<file path="src/rtl/regfile_wb_arbiter.sv">
// regfile_wb_arbiter
//   Single write-port scheduler for the 32x32 register file. It shares the
//   WE3/A3/WD3 port among NREQ writeback requesters using valid/ready
//   arbitration. After reset, and on demand, it runs a zero-fill sequence
//   over every register.
//
// Build option
//   WB_FIXED_PRIO_EN  defined   : fixed priority, lowest index wins
//                     undefined : round-robin (default)
//
// Ports
//   clk, rst      rising-edge clock; asynchronous active-high reset
//   req_valid     [NREQ]     requester i has a write pending
//   req_addr      [NREQ*AW]  requester i destination, slice [i*AW +: AW]
//   req_data      [NREQ*DW]  requester i data, slice [i*DW +: DW]
//   req_ready     [NREQ]     one-hot grant; a transfer is valid & ready
//   init_start    pulse in RUN that restarts the zero-fill
//   busy          high while the zero-fill runs
//   we_o/wa_o/wd_o  registered write port (WE3/A3/WD3)
module regfile_wb_arbiter #(
   parameter int NREQ = 3,
   parameter int AW   = 5,
   parameter int DW   = 32
) (
   input  logic               clk,
   input  logic               rst,
   input  logic [NREQ-1:0]    req_valid,
   input  logic [NREQ*AW-1:0] req_addr,
   input  logic [NREQ*DW-1:0] req_data,
   output logic [NREQ-1:0]    req_ready,
   input  logic               init_start,
   output logic               busy,
   output logic               we_o,
   output logic [AW-1:0]      wa_o,
   output logic [DW-1:0]      wd_o
);

   localparam int PW = (NREQ > 1) ? $clog2(NREQ) : 1;

   typedef enum logic {INIT, RUN} state_t;

   state_t          state, state_d;
   logic [AW-1:0]   cnt, cnt_d;
   logic            we_d;
   logic [AW-1:0]   wa_d;
   logic [DW-1:0]   wd_d;

   logic [NREQ-1:0] grant;
   logic [PW-1:0]   idx;
   logic            found;
   logic            xfer;
   logic [AW-1:0]   g_addr;
   logic [DW-1:0]   g_data;

`ifndef WB_FIXED_PRIO_EN
   logic [PW-1:0]   rr_ptr, rr_d, rr_next;
`endif

   // Find the first valid requester. In round-robin mode the scan starts at
   // rr_ptr and wraps. In fixed mode it starts at index 0.
   always_comb begin
      grant = '0;
      found = 1'b0;
      idx   = '0;
      for (int k = 0; k < NREQ; k++) begin
`ifdef WB_FIXED_PRIO_EN
         idx = PW'(k);
`else
         idx = PW'((int'(rr_ptr) + k) % NREQ);
`endif
         if (!found && req_valid[idx]) begin
            found      = 1'b1;
            grant[idx] = 1'b1;
         end
      end
   end

   // Mux the granted requester's payload. When the grant is requester k,
   // the round-robin pointer moves to the index just after k.
   always_comb begin
      g_addr  = '0;
      g_data  = '0;
`ifndef WB_FIXED_PRIO_EN
      rr_next = rr_ptr;
`endif
      for (int k = 0; k < NREQ; k++) begin
         if (grant[k]) begin
            g_addr  = req_addr[k*AW +: AW];
            g_data  = req_data[k*DW +: DW];
`ifndef WB_FIXED_PRIO_EN
            rr_next = PW'((k + 1) % NREQ);
`endif
         end
      end
   end

   // init_start suppresses the grant in its cycle, so a pending request
   // stays pending across the zero-fill and is not lost.
   assign req_ready = (state == RUN && !init_start) ? grant : '0;
   assign xfer      = |req_ready;
   assign busy      = (state == INIT);

   always_comb begin
      state_d = state;
      cnt_d   = cnt;
      we_d    = 1'b0;
      wa_d    = wa_o;
      wd_d    = wd_o;
`ifndef WB_FIXED_PRIO_EN
      rr_d    = rr_ptr;
`endif
      case (state)
         INIT: begin
            we_d  = 1'b1;
            wa_d  = cnt;
            wd_d  = '0;
            cnt_d = cnt + 1'b1;
            if (cnt == '1) begin
               state_d = RUN;
               cnt_d   = '0;
            end
         end
         RUN: begin
            if (init_start) begin
               state_d = INIT;
               cnt_d   = '0;
            end else if (xfer) begin
               // A write to x0 is consumed but not committed.
               we_d = (g_addr != '0);
               wa_d = g_addr;
               wd_d = g_data;
`ifndef WB_FIXED_PRIO_EN
               rr_d = rr_next;
`endif
            end
         end
         default: state_d = INIT;
      endcase
   end

   always_ff @(posedge clk or posedge rst) begin
      if (rst) begin
         state  <= INIT;
         cnt    <= '0;
         we_o   <= 1'b0;
         wa_o   <= '0;
         wd_o   <= '0;
`ifndef WB_FIXED_PRIO_EN
         rr_ptr <= '0;
`endif
      end else begin
         state  <= state_d;
         cnt    <= cnt_d;
         we_o   <= we_d;
         wa_o   <= wa_d;
         wd_o   <= wd_d;
`ifndef WB_FIXED_PRIO_EN
         rr_ptr <= rr_d;
`endif
      end
   end

endmodule

</file>
<file path="config.mk">
export PLATFORM = sky130hd
export DESIGN_NAME = regfile_wb_arbiter
export DESIGN_NICKNAME = d
export VERILOG_FILES = /design/src/rtl/regfile_wb_arbiter.sv
export SDC_FILE = /design/constraint.sdc
export NUM_CORES = 1
export LEC_CHECK = 0
export CORE_MARGIN = 3
export CORE_UTILIZATION = 43
export DETAILED_ROUTE_END_ITERATION = 12
export PLACE_DENSITY = 0.83
export RECOVER_POWER = 25
export SETUP_SLACK_MARGIN = 0.15
export SLEW_MARGIN = 20
export SYNTH_ARGS = -nofsm -noshare
export SYNTH_HDL_FRONTEND = slang
export SYNTH_SLANG_ARGS = --single-unit
</file>
<file path="constraint.sdc">
create_clock -name clk -period 5.5 [get_ports clk]
set_input_delay 1.1 -clock clk [delete_from_list [all_inputs] [get_ports clk]]
set_output_delay 1.1 -clock clk [all_outputs]
set_load 0.02 [all_outputs]
</file>
==> results of run 1 <==
routing by layer:
layer,share of wire,vias to the layer above,global-route usage
met5,0,-,0
met4,0.020,0,0.0728
met3,0.086,16,0.0654
met2,0.48,136,0.407
met1,0.41,1481,0.310
li1,-,1487,-
power by group through the flow:
| stage | Combinational, mW | Clock (mW) | Sequential [mW] |
|---|---|---|---|
| after floorplan | 0.953 | 0 | 0.507 |
| after global placement | 1.32 | 0 | 0.467 |
| after detailed placement | 1.34 | 0 | 0.470 |
| after CTS | 1.35 | 0.249 | 0.465 |
| after global routing | 1.46 | 0.265 | 0.475 |
| final | 1.34 | 0.244 | 0.467 |
layout make-up:
class / instances / share of cell area
multi-input cells: 241 / 0.349
repair buffers: 164 / 0.353
inverters: 6 / 0.00489
clock buffers: 7 / 0.0166
clock inverters: 1 / 0.00651
well taps: 77 / 0.0209
flip-flops and latches: 46 / 0.250
sequential cells by signal, indices dropped and copies added (netlist names):
name and cells:
wd_o 32, state 1, wa_o 5, we_o 1, rr_ptr 2, cnt 5
cell usage after synthesis (2+ instances only):
master and count:
a211oi_1 2, a21o_1 4, a21oi_1 20, a221o_1 22
a22o_1 15, a2bb2oi_1 15, a31oi_1 2, and4_1 2
buf_2 10, buf_4 5, buf_6 7, clkbuf_1 5
dfrtp_1 46, ha_1 6, inv_1 5, mux2i_1 4
nand2_1 59, nand2b_1 2, nand3_1 22, nor2_1 9
nor2b_1 2, nor3b_1 2, o21ai_0 22, o22ai_1 2
o2bb2ai_1 3
per-stage QoR:
stage / std cells / util / setup slack, ps
final: 542 / 0.710 / 1040
after global routing: 542 / 0.710 / 857
after CTS: 542 / 0.710 / 1040
after detailed placement: 534 / 0.693 / 1030
after global placement: 534 / 0.693 / 1060
after floorplan: 321 / - / 1890
logic make-up after synthesis:
group	Yosys count	share of synthesized area
flip-flops	46	0.389
buffers and inverters	34	0.0715
AND/OR/NAND/NOR	107	0.167
multiplexers	4	0.0135
AO/OA/AOI/OAI	122	0.328
adder cells (fa/ha/maj)	6	0.0254
XOR/XNOR	2	0.00593
worst paths after layout:
path / depth (start not counted) / slack, ps / from / to
max reg2reg: 10 / 2030 / rr_ptr[1] / wd_o[21]
min in group asynchronous: 2 / 1810 / rst / wd_o[25]
min reg2reg: 1 / 510 / wd_o[26] / wd_o[26]
max in group asynchronous: 2 / 2680 / rst / rr_ptr[1]
max: 7 / 1040 / req_valid[1] / req_ready[0]
min: 1 / 510 / wd_o[26] / wd_o[26]
worst max-delay path, stage by stage:
cell and delay (ps):
clkdlybuf4s50_1 580, mux2i_1 130, o22ai_2 260, mux2i_1 450
a21o_1 210, nor2_1 70, clkdlybuf4s50_1 560
==> results_dict.tcl, run 1 <==
set metrics [dict create \
    outcome "finished with violations" \
    violations "max-capacitance violations, max-slew violations" \
    startpoint_type "input port" \
    area_growth_pct 55.9 \
    rsz0062_at_grt "false" \
    timing.final.crit_share 0.811 \
    clkPwrFrac 0.119 \
    whs_ps 506 \
    fin_tns_setup_ps 0 \
    die_w_um 88.9 \
    crit_arrival_ps 3360 \
    end_kind "primary output" \
    antenna_cells 0 \
    synth_cell_types 53 \
    p_sw_mw 0.936 \
    coreArea_um2 6490 \
    slew_headroom -0.174 \
    io_buffers 158 \
    combPwrFrac 0.654 \
    hold_violations 0 \
    slew_viol_final 47 \
    dp_hpwl_um 7300 \
    ios 159 \
    gp_congestion 0.843 \
    synth_area_leaders "dfrtp_1 39%, nand2_1 7.5%, a221o_1 7.4%, a22o_1 4.4%, a2bb2oi_1 4.4%" \
    regArea_um2 1150 \
    syn-instance-count 321 \
    num_vias 3120 \
    p_int_mw 1.12 \
    yosysTopAreaCellShare 0.389 \
    tightestPinTransition_ps 1760 \
    max_cap_violations 1 \
    start_util 0.455 \
    wl_per_cell_um 18.7 \
    syn_avg_cell_area_um2 9.21 \
    die_area_um2 7910 \
    ys_warn_count 0 \
    drive_gt1_frac 0.0516 \
    min_path_type "reg2reg" \
    crit_fanout 5 \
    syn_nets 444 \
    layout_common_cells "156 x clkdlybuf4s50_1, 59 x nand2_1, 46 x dfrtp_1, 22 x nand3_1, 22 x a221o_1" \
    clk_pin_slew_ps 80 \
    drt-total-wl_um 10100 \
    setup_viol 0 \
    synth_edf_count 0 \
    ys.flop_type "dfrtp_1" \
    cts_resized 0 \
    clkLatencyLatePin_ps 290 \
    drc 0 \
    final_nets 587 \
    path_class "in2out" \
    clockBufferDepth 2 \
    grt_max_degree 55 \
    p_sw_frac 0.456 \
    grt_overflow 0 \
    power.share.sequential 0.227 \
    track_usage 0.244 \
    postRouteAntennaNets 0 \
    final_common_cell "clkdlybuf4s50_1" \
    std_cell_rows 29 \
    yosys.area.top_type "dfrtp_1" \
    async_reset_ff_frac 1.00 \
    ys_ff_latch 46 \
    avgViaCountPerCell 5.76 \
    drt_iter0_markers 162 \
    numCtsBuffers 5 \
    ir_drop_v 0.000410 \
    required_ps 4400 \
    cts_hold_buf 0 \
    fmax_ghz 0.224 \
    cts_setup_buffers 0 \
    multi_input_area_um2 1610 \
    cts_sinks 46 \
    antenna_found_initial 0 \
    htreeDepth 2 \
    syn-cell-area_um2 2960 \
    final.min_clock_period_ps 4460 \
    grt_first_pass_wirelength_um 15000 \
    finalInstanceArea_um2 4610 \
    cts_root_buf "clkbuf_8" \
    power_leakage_nw 1.88 \
    n_fill_cell 513 \
    grt_pass1_vias 3009 \
    die_y_um 88.9 \
    post_dp_cell_area_um2 4500 \
    power.total_mw 2.05 \
    ys_seq_area_frac 0.389 \
    drt_pass1_iterations 4 \
    cts_tree "yes" \
    finClkSkew_ps 6.37 \
    power_density_nw_per_um2 445 \
]
Note: power is estimated with default switching activity, not from simulation.
==> run 2: changes to the inputs <==
Settings changed: CORE_UTILIZATION 43 to 40, PLACE_DENSITY 0.83 to 0.78.
Clock period 5.5 ns to 4.15 ns, I/O delays scaled along.
==> results_dict.tcl, run 2 (synthesis results as in run 1) <==
set metrics [dict create \
    ios 159 \
    n_fill_cell 573 \
    track_usage 0.228 \
    cts_sinks 46 \
    setup_ws_ps 372 \
    std_cell_rows 30 \
    whs_ps 509 \
    path_class "in2out" \
    clkLatencyLatePin_ps 290 \
    top_register "wd_o" \
    hold_violations 0 \
    drt_pass1_iterations 5 \
    use_met3 0.0533 \
    start_util 0.423 \
    tightestPinTransition_ps 1720 \
    power_density_nw_per_um2 590 \
    numCtsBuffers 5 \
    cts_hold_buf 0 \
    antenna_cells 0 \
    grt_util_met2 0.385 \
    startpoint_type "input port" \
    final_common_cell "clkdlybuf4s50_1" \
    reg2regPathDepth 10 \
    pre_cts_slack_ps 287 \
    power.total_mw 2.77 \
    crit_start "req_valid[0]" \
    dp_hpwl_um 7590 \
    finClkSkew_ps 6.09 \
    outcome "finished with violations" \
    drt-total-wl_um 9810 \
    grt_first_pass_wirelength_um 15600 \
    min_from "wd_o[0]" \
    max_cap_violations 1 \
    largest_reg_flops 32 \
    crit_arrival_ps 2950 \
    crit_fanout 5 \
    ir_drop_v 0.000719 \
    timing.rr.end "wd_o[28]" \
    num_vias 3140 \
    endpoint "req_ready[2]" \
    die_y_um 92.0 \
    avgViaCountPerCell 5.56 \
    required_ps 3320 \
    drt_iter0_markers 163 \
    multi_input_area_um2 1610 \
    min_path_type "reg2reg" \
    die_w_um 92.0 \
    clockBufferDepth 2 \
    area_growth_pct 58.7 \
    cts_setup_buffers 0 \
    final.min_clock_period_ps 3780 \
    r2r-start "rr_ptr[1]" \
    slew_viol_final 47 \
    antenna_found_initial 0 \
    die_area_um2 8460 \
    instances_no_fill 565 \
    fin_tns_setup_ps 0 \
    slew_headroom -0.150 \
    drc 0 \
    use_met1 0.295 \
    layout_common_cells "155 x clkdlybuf4s50_1, 59 x nand2_1, 46 x dfrtp_1, 22 x nand3_1, 22 x a221o_1" \
    grt-busiest-layer "met2" \
    end_kind "primary output" \
    grt_max_degree 47 \
    reg_top3 "wd_o (32), cnt (5), wa_o (5)" \
    timing.final.crit_share 0.910 \
    gp_congestion 0.797 \
    postRouteAntennaNets 0 \
    ff2ff_setup_slack_ps 990 \
    power_leakage_nw 1.92 \
    grt_overflow 0 \
    drive_gt1_frac 0.0682 \
    cts_root_buf "clkbuf_8" \
    wl_per_cell_um 17.4 \
    grt_pass1_vias 3143 \
    violations "max-capacitance violations, max-slew violations" \
    htreeDepth 2 \
    io_buffers 158 \
    rsz0062_at_grt "false" \
    dp.cells 557 \
    setup_viol 0 \
    final_nets 591 \
    fmax_ghz 0.265 \
    cts_tree "yes" \
    coreArea_um2 6980 \
    clk_pin_slew_ps 80 \
    regArea_um2 1150 \
    cts_resized 0 \
]
-- run 2: layout make-up --
cell class                 instances  share of cell area
clock buffer                       5              0.0147
clock inverter                     3             0.00960
inverter                           6             0.00480
multi-input combinational        241               0.344
sequential                        46               0.245
tap                               96              0.0256
timing repair buffer             168               0.356
-- run 2: metrics by stage --
stage,utilization,instance area [µm²]
2_1_floorplan,-,2960
3_3_place_gp,0.655,4570
3_5_place_dp,0.655,4570
4_1_cts,0.671,4690
5_1_grt,0.672,4690
6_report,0.672,4690
-- run 2: power breakdown --
group | switching (mW) | internal [mW] | total [mW]
sequential | 0.0786 | 0.539 | 0.618
clock | 0.154 | 0.179 | 0.333
combinational | 1.02 | 0.795 | 1.82
total | 1.26 | 1.51 | 2.77
-- run 2: how the worst min path moves through the flow --
stage          slack [ps]   endpoint  cells after the start
3_5_place_dp          490    wd_o[0]                      1
5_1_grt               530   wd_o[17]                      1
6_report              510    wd_o[0]                      1
4_1_cts               510    wd_o[0]                      1
2_1_floorplan         500  rr_ptr[1]                      1
3_3_place_gp          490   wd_o[19]                      1
-- run 2: worst max-delay path: stages --
cell and delay, ps:
clkdlybuf4s50_1 570, nor3b_1 420, a2111oi_4 130, a311oi_4 330, nor2_1 110, clkdlybuf4s50_1 560
-- run 2: routing by layer --
metal,wire (µm),share of wire
met2,4670,0.48
met1,4070,0.41
met3,866,0.088
met4,206,0.021
met5,0,0
